### src/rtl/turbo_clk_ctrl_if.sv
// Control bus of turbo_clk_ctrl: rate selection, bus-master hold and the
// clock-enable output. The master side is the requester; the controller
// uses the slave modport.
//
// Handshakes:
//   iSel/iSelStb -> oSelBusy: a one-cycle iSelStb with oSelBusy=0 latches
//     iSel and raises oSelBusy. oSelBusy falls on the edge that applies the
//     change, and oSelCur takes the new index on that same edge. A strobe
//     while oSelBusy=1 is dropped.
//   iHoldReq -> oHoldAck: iHoldReq is a level. The controller finishes its
//     current enable period, emits one last pulse, stops, and raises
//     oHoldAck one edge later. Dropping iHoldReq clears oHoldAck on the next
//     edge, and pulses resume.
// oDbgState shows the FSM state (0 = RUN, 1 = HOLD).
interface turbo_clk_ctrl_if;
    logic [1:0] iSel;
    logic       iSelStb;
    logic       oSelBusy;
    logic [1:0] oSelCur;
    logic       iHoldReq;
    logic       oHoldAck;
    logic       oClkEn;
    logic       oDbgState;

    modport master (
        output iSel, iSelStb, iHoldReq,
        input  oSelBusy, oSelCur, oHoldAck, oClkEn, oDbgState
    );

    modport slave (
        input  iSel, iSelStb, iHoldReq,
        output oSelBusy, oSelCur, oHoldAck, oClkEn, oDbgState
    );
endinterface

### src/rtl/turbo_clk_ctrl.sv
// Fractional clock-enable generator with four selectable rates. A Bresenham
// accumulator produces exactly RATE[oSelCur] enable pulses per CLK_IN
// clocks. Rate changes are deferred to a pulse edge, so a pulse period is
// never cut short.
// Optional feature: define TURBO_CLK_HOLD_EN to compile in the bus-master
// hold (HOLD state, iHoldReq, oHoldAck). Without the macro, iHoldReq is
// ignored, oHoldAck stays 0 and the FSM never leaves RUN.
module turbo_clk_ctrl #(
    parameter int CLK_IN = 25000000,
    parameter int RATE0  = 4772727,
    parameter int RATE1  = 7159090,
    parameter int RATE2  = 9545454,
    parameter int RATE3  = 12500000,
    parameter int ACC_W  = 27
) (
    input  logic             iClk,
    input  logic             iRst,
    turbo_clk_ctrl_if.slave  bus
);
    typedef enum logic {ST_RUN = 1'b0, ST_HOLD = 1'b1} state_t;

    localparam logic [ACC_W-1:0] CLK_V = ACC_W'(CLK_IN);

    state_t           state, state_nxt;
    logic [ACC_W-1:0] acc, acc_nxt;
    logic [1:0]       cur, cur_nxt;
    logic [1:0]       pend, pend_nxt;
    logic             busy, busy_nxt;
    logic             en, en_nxt;
    logic             ack, ack_nxt;
    logic             cmp;

    function automatic logic [ACC_W-1:0] rate_of(input logic [1:0] idx);
        logic [ACC_W-1:0] r;
        case (idx)
            2'd0:    r = ACC_W'(RATE0);
            2'd1:    r = ACC_W'(RATE1);
            2'd2:    r = ACC_W'(RATE2);
            default: r = ACC_W'(RATE3);
        endcase
        return r;
    endfunction

`ifndef TURBO_CLK_HOLD_EN
    logic unused_hold;
    assign unused_hold = bus.iHoldReq;
`endif

    // Next-state logic: accumulator step, pending-change capture and apply, hold entry and exit.
    always_comb begin
        state_nxt = state;
        acc_nxt   = acc;
        cur_nxt   = cur;
        pend_nxt  = pend;
        busy_nxt  = busy;
        en_nxt    = 1'b0;
        ack_nxt   = ack;
        cmp       = (acc >= CLK_V);

        // Capture runs in every state. A capture only happens when busy=0,
        // so it never competes with the apply below, which needs busy=1.
        if (bus.iSelStb && !busy) begin
            pend_nxt = bus.iSel;
            busy_nxt = 1'b1;
        end

        case (state)
            ST_RUN: begin
                if (cmp) begin
                    en_nxt = 1'b1;
                    if (busy) begin
                        acc_nxt  = acc - CLK_V + rate_of(pend);
                        cur_nxt  = pend;
                        busy_nxt = 1'b0;
                    end else begin
                        acc_nxt  = acc - CLK_V + rate_of(cur);
                    end
`ifdef TURBO_CLK_HOLD_EN
                    // The last pulse before a hold is the one on this edge.
                    if (bus.iHoldReq) begin
                        state_nxt = ST_HOLD;
                    end
`endif
                end else begin
                    acc_nxt = acc + rate_of(cur);
                end
            end
            ST_HOLD: begin
`ifdef TURBO_CLK_HOLD_EN
                // The accumulator stays frozen. The acknowledge follows the request level.
                if (bus.iHoldReq) begin
                    ack_nxt = 1'b1;
                end else begin
                    ack_nxt   = 1'b0;
                    state_nxt = ST_RUN;
                end
`else
                state_nxt = ST_RUN;
`endif
            end
            default: state_nxt = ST_RUN;
        endcase
    end

    // State registers with synchronous reset. Reset discards any pending change or hold.
    always_ff @(posedge iClk) begin
        if (iRst) begin
            state <= ST_RUN;
            acc   <= '0;
            cur   <= 2'd0;
            pend  <= 2'd0;
            busy  <= 1'b0;
            en    <= 1'b0;
            ack   <= 1'b0;
        end else begin
            state <= state_nxt;
            acc   <= acc_nxt;
            cur   <= cur_nxt;
            pend  <= pend_nxt;
            busy  <= busy_nxt;
            en    <= en_nxt;
            ack   <= ack_nxt;
        end
    end

    assign bus.oClkEn    = en;
    assign bus.oSelCur   = cur;
    assign bus.oSelBusy  = busy;
    assign bus.oHoldAck  = ack;
    assign bus.oDbgState = (state == ST_HOLD);
endmodule

### src/flat_wrapper.sv
// flat-port wrapper written by rule: the top's interface ports become plain ports
module turbo_clk_ctrl_flat 
#(
    parameter int CLK_IN = 25000000,
    parameter int RATE0  = 4772727,
    parameter int RATE1  = 7159090,
    parameter int RATE2  = 9545454,
    parameter int RATE3  = 12500000,
    parameter int ACC_W  = 27
)
  (iClk, iRst, bus_iSel, bus_iSelStb, bus_iHoldReq, bus_oSelBusy, bus_oSelCur, bus_oHoldAck, bus_oClkEn, bus_oDbgState);
  turbo_clk_ctrl_if bus_i ();
  input  logic iClk;
  input  logic iRst;
  input wire logic [$bits(bus_i.iSel)-1:0] bus_iSel;
  input wire logic [$bits(bus_i.iSelStb)-1:0] bus_iSelStb;
  input wire logic [$bits(bus_i.iHoldReq)-1:0] bus_iHoldReq;
  output wire logic [$bits(bus_i.oSelBusy)-1:0] bus_oSelBusy;
  output wire logic [$bits(bus_i.oSelCur)-1:0] bus_oSelCur;
  output wire logic [$bits(bus_i.oHoldAck)-1:0] bus_oHoldAck;
  output wire logic [$bits(bus_i.oClkEn)-1:0] bus_oClkEn;
  output wire logic [$bits(bus_i.oDbgState)-1:0] bus_oDbgState;
  assign bus_i.iSel = bus_iSel;
  assign bus_i.iSelStb = bus_iSelStb;
  assign bus_i.iHoldReq = bus_iHoldReq;
  assign bus_oSelBusy = bus_i.oSelBusy;
  assign bus_oSelCur = bus_i.oSelCur;
  assign bus_oHoldAck = bus_i.oHoldAck;
  assign bus_oClkEn = bus_i.oClkEn;
  assign bus_oDbgState = bus_i.oDbgState;
  turbo_clk_ctrl #(.CLK_IN(CLK_IN), .RATE0(RATE0), .RATE1(RATE1), .RATE2(RATE2), .RATE3(RATE3), .ACC_W(ACC_W)) u_core (.iClk(iClk), .iRst(iRst), .bus(bus_i));
endmodule
### config.mk
export PLATFORM = sky130hd
export DESIGN_NAME = turbo_clk_ctrl_flat
export DESIGN_NICKNAME = d
export VERILOG_FILES = /design/src/rtl/turbo_clk_ctrl_if.sv /design/src/rtl/turbo_clk_ctrl.sv /design/src/flat_wrapper.sv
export SDC_FILE = /design/constraint.sdc
export NUM_CORES = 1
export LEC_CHECK = 0
export BUFFER_PORTS_ARGS = -buffer_cell sky130_fd_sc_hd__buf_2
export CAP_MARGIN = 20
export CORE_UTILIZATION = 40
export DETAILED_ROUTE_END_ITERATION = 16
export GPL_TIMING_DRIVEN = 0
export PLACE_DENSITY = 0.65
export SLEW_MARGIN = 20
export SYNTH_ARGS = -nofsm -noshare
export SYNTH_HDL_FRONTEND = slang
export SYNTH_SLANG_ARGS = --single-unit
### constraint.sdc
create_clock -name iClk -period 5.4 [get_ports iClk]
set_clock_uncertainty 0.1 [all_clocks]
set_input_delay 1.08 -clock iClk [delete_from_list [all_inputs] [get_ports iClk]]
set_output_delay 1.08 -clock iClk [all_outputs]
set_load 0.1 [all_outputs]
Word-level counts from Yosys, hierarchy flattened
Index checks and enable logic that the tools add are counted.
{ "op_classes": {"n_lt_le_gt_ge": 1, "n_addsub": 4, "muxes": 13, "n_eq_ne": 4, "reduce_logical": 5} }
{ "op_table": {"columns": ["cell", "n"], "rows": [
  ["27-bit two-way mux", 7],
  ["24-bit case mux with 3 select lines", 2],
  ["27-bit adder", 3],
  ["27-bit by 25-bit greater-or-equal comparator with 1-bit output (second input constant)", 1],
  ["27-bit by 25-bit subtractor with 27-bit output (second input constant)", 1],
  ["2-bit by 1-bit equality test with 1-bit output (second input constant)", 2],
  ["2-bit equality test (second input constant)", 2],
  ["2-bit zero test", 2],
  ["1-bit two-way mux", 4],
  ["2-bit AND reduction", 1],
  ["1-bit logical AND", 1],
  ["1-bit zero test", 1]
]} }
{ "totals": {"reg_bits": 33, "inputBits": 6, "word_cells": 32} }

Depth between registers and ports, before layout
{ "depth": {"ltp_word": 7, "mapped_depth": 16} }

Least setup slack after synthesis
Ideal clock, no wire load.
{ "synth_path": {"kind": "register to register", "start": "register u_core.cur[0] (netlist: u_core.bus.oSelCur[0])", "end": "register u_core.acc[24]", "required_time_ns": 5.180, "path_buffers": 0, "setup_slack_ns": 1.160, "t_arrival_ns": 4.020, "path_stages_with_launch": 16, "path_cell_list": "dfxtp_1 -> inv_1 -> ha_1 -> inv_1 -> o21a_1 -> inv_1 -> ha_1 -> fa_1 -> a211oi_1 -> o21ai_0 -> a22oi_1 -> a31oi_1 -> a31oi_1 -> xnor2_1 -> nor3_1 -> a211o_1"} }
{ "synth_via": {"elab_chain_len": 7} }
{ "synth_lines": {"columns": ["item", "line", "source"], "rows": [
  ["start, declared", "turbo_clk_ctrl.sv:26", "logic [1:0] cur, cur_nxt;"],
  ["start signal, assigned", "turbo_clk_ctrl.sv:118", "cur <= cur_nxt;"],
  ["2-bit equality test, or another cell as far along", "turbo_clk_ctrl.sv:35", "case (idx)"],
  ["24-bit case mux with 3 select lines (*)", "turbo_clk_ctrl.sv:35", null],
  ["27-bit two-way mux", "turbo_clk_ctrl.sv:71", "if (busy) begin"],
  ["27-bit two-way mux", "turbo_clk_ctrl.sv:69", "if (cmp) begin"],
  ["27-bit adder", "turbo_clk_ctrl.sv:76", "acc_nxt = acc - CLK_V + rate_of(cur);"],
  ["27-bit two-way mux", "turbo_clk_ctrl.sv:71", null],
  ["27-bit two-way mux (*)", "turbo_clk_ctrl.sv:69", null],
  ["end signal, assigned", "turbo_clk_ctrl.sv:117", "acc <= acc_nxt;"],
  ["end, declared", "turbo_clk_ctrl.sv:25", "logic [ACC_W-1:0] acc, acc_nxt;"]
]} }
Every way passes the cells marked *; elsewhere a longest branch is shown, timed or not. The select of a mux whose other input is x is not followed.
A chain may end at the register's enable or synchronous reset.

Worst setup path in the final report
Ends and elaborated chain as after synthesis.

==> run_results.csv <==
group,metric,value,unit
status,status,"complete, no violations",
cells_and_area,layout_common_cells,"ha_1 (60), a21oi_1 (58), nand2_1 (49)",
global_route,grt_antenna_before_repair,0,
yosys,syn_area,0.00407,sq mm
pwr,p_total,2870,uW
worst_setup_path,cp_slowest_stage_delay,0.69,ns
drt,drt_wl_total,11.4,mm
worst_setup_path,cp.arrival,4.73,ns
sta,grt_setup_unrepaired,"no",
pwr,p_leak,0.00189,uW
worst_setup_path,critPathRequiredTime,5.48,ns
sta,setup_viol,0,
yosys,synth-compound-area-share,0.271,
yosys,synthCells,524,
place,post-place-ws,0.862,ns
clock_tree,cts.repair.resized,0,
clock_tree,clock_path_buffers,2,
place,numPlacedInstances,665,
sta,worst_pin_slew,0.600,ns
worst_setup_path,critPathBufInv,3,
yosys,ys_seq_area_frac,0.162,
clock_tree,hold_buffers,0,
worst_setup_path,cp_slowest_cell,"dfxtp_1",
yosys,ys_async_sr_fraction,0,
cells_and_area,multiInputGateArea,0.00325,sq mm
sta,fin_setup_tns,0,ns
yosys,yosys.area_share.simple,0.185,
global_route,grt_max_degree,11,
yosys,yosysTopAreaCell,"ha_1",
yosys,synth.top_cell.area_share,0.184,
clock_tree,htreeDepth,2,
global_route,grt_overflow,0,
drt,drt_pre_antenna_iters,5,
yosys,synth.distinct_cells,68,
place,port_buffers,7,
clock_tree,cts_buffers,5,
yosys,ys.warnings.count,0,
floorplanning,start_util,0.415,
drt,drc_errors,0,
floorplanning,die-area,0.0106,sq mm
clock_tree,ctsRootBufferMaster,"clkbuf_8",
sta,drv_slew,0,
yosys,yosys-top-cells-area,"ha_1 (18%), dfxtp_1 (16%), a21oi_1 (7.1%), xnor2_1 (6.5%), xor2_1 (5.2%)",
floorplanning,rows,36,
clock_tree,cts_tree,"built",
worst_setup_path,crit_chain,"inv_1, ha_1, inv_1, o21a_1, inv_1, ha_1, fa_1, a211oi_1, o21ai_0, a22oi_1, a31oi_1, a31oi_1, xnor2_1, nor3_1, a211o_1",
yosys,synth.avg_cell_area,7.77,sq um
cells_and_area,diodes,0,
cells_and_area,regArea,661,sq um
worst_setup_path,critPathMaxFanout,9,
yosys,synth_top_family_by_area,"compound AO/OA/AOI/OAI gates",
worst_setup_path,critical_path.endpoint_type,"flip-flop",
drt,first_iter_violations,277,
floorplanning,ioPinCount,12,
cells_and_area,drive_gt1_frac,0.0725,
yosys,synth_fa_ha_area_frac,0.194,
job,maxCapViolCount,0,
drt,num_vias,3903,
sta,period_needed,4.65,ns
sta,max_slew_margin,0.596,
worst_setup_path,crit_type,"flip-flop to flip-flop",
yosys,synth-main-ff-cell,"dfxtp_1",
global_route,grt_pass1_vias,3582,
clock_tree,cts_sinks,33,
yosys,ys_ff_latch,33,
place,dp_hpwl,9.04,mm
yosys,synth-edff-count,0,
yosys,synthMuxAreaShare,0.0258,
pwr,vdd_ir_drop_max,0.419,mV
worst_setup_path,crit_family,"compound AO/OA/AOI/OAI gates",
clock_tree,insertion_delay,0.29,ns
min_path,min_path_type,"flip-flop to flip-flop",
cells_and_area,fillers,1070,
pwr,power_density,660,mW/mm^2
global_route,grt_pass1_wl,18.1,mm
sta,setup_ws,0.748,ns
clock_tree,post-cts-setup-buffers,0,
global_route,grt_use_total,0.224,
sta,clock.fmax,215,MHz
sta,post-route-period-util,0.862,
worst_setup_path,worst_setup_path_start_kind,"flip-flop",
cells_and_area,fin_cells,671,
clock_tree,clk_pin_slew,0.07,ns
place,place.gp.congestion,0.924,
worst_setup_path,path_common_cell,"inv_1",
yosys,synth-xor-area-share,0.120,
floorplanning,core,0.00982,sq mm
floorplanning,fp.dieH,103,um
drt,routedWlPerCell,17.0,um
cells_and_area,final_common_cell,"ha_1",
cells_and_area,layout.nets,607,
floorplanning,dieWidth,103,um
drt,avgViaCountPerCell,5.82,
drt,ant_nets,0,
cells_and_area,area_growth,6.85,%
sta,hold_viol_final,0,
==> worst register-to-register path: stages (launching register included) <==
cell and delay (ns):
dfxtp_1 0.69, inv_1 0.33, ha_1 0.41, inv_1 0.18, o21a_1 0.23, inv_1 0.11, ha_1 0.23, fa_1 0.44
a211oi_1 0.23, o21ai_0 0.27, a22oi_1 0.35, a31oi_1 0.19, a31oi_1 0.32, xnor2_1 0.16, nor3_1 0.07, a211o_1 0.24
==> cell families (layout without fill, tap and decap cells) <==
logic type	Yosys count	after routing
compound gates	167	167
simple gates	157	157
fa+ha+maj	62	62
xor+xnor	55	55
buf+inv	39	52
flops	33	33
mux	10	10
other cells	1	2
==> where the power goes <==
| part | total (uW) | switching (uW) | internal (uW) | leakage, uW |
|---|---|---|---|---|
| logic | 2240 | 1330 | 916 | 0.00157 |
| registers | 449 | 111 | 338 | 0.000273 |
| clock network | 182 | 96.9 | 85.0 | 0.0000399 |
| total | 2870 | 1540 | 1340 | 0.00189 |
==> layout make-up <==
cell class | instances | share of cell area
multi-input combinational | 453 | 0.746
sequential | 33 | 0.152
tap | 133 | 0.0382
inverter | 24 | 0.0207
buffer | 15 | 0.0178
clock buffer | 5 | 0.0158
timing repair buffer | 7 | 0.00805
clock inverter | 1 | 0.00115
==> path summary, 6_finish.rpt <==
kind / slack [ns] / cells past startpoint / from / endpoint
setup / recovery: 0.75 / 15 / u_core.bus.oSelCur[0] / u_core.acc[24]
hold / removal: 0.46 / 2 / u_core.bus.oSelCur[1] / u_core.bus.oSelCur[1]
setup reg to reg: 0.75 / 15 / u_core.bus.oSelCur[0] / u_core.acc[24]
hold reg to reg: 0.46 / 2 / u_core.bus.oSelCur[1] / u_core.bus.oSelCur[1]
==> cells in the mapped netlist, drive strengths merged (8+ instances only) <==
cell     n
a21o    19
nor3     8
a211oi  12
buf      8
nand3   13
ha      60
inv     23
o22ai    8
a21oi   59
nor2    46
nand4    8
xnor2   31
xor2    24
nand2   49
o21ai   23
dfxtp   33
==> through the flow <==
stage	instance area [sq um]	util	hold WS, ns
global placement	4280	0.436	0.416
global route	4350	0.443	0.474
floorplan	4080	-	0.392
CTS	4350	0.443	0.449
finish	4350	0.443	0.455
detailed placement	4280	0.436	0.438
==> routing by layer <==
metal | share of wire | GRT usage | up-vias
li1 | - | - | 1941
met1 | 0.49 | 0.307 | 1857
met2 | 0.45 | 0.361 | 89
met3 | 0.042 | 0.0353 | 16
met4 | 0.013 | 0.0672 | 0
met5 | 0 | 0 | -
==> registers in the layout (all words and copies together) (netlist names) <==
register and count:
u_core.pend 2, u_core.bus.oClkEn 1, u_core.acc 27, u_core.bus.oSelBusy 1, u_core.bus.oSelCur 2
Note: power is estimated with default switching activity, not from simulation.
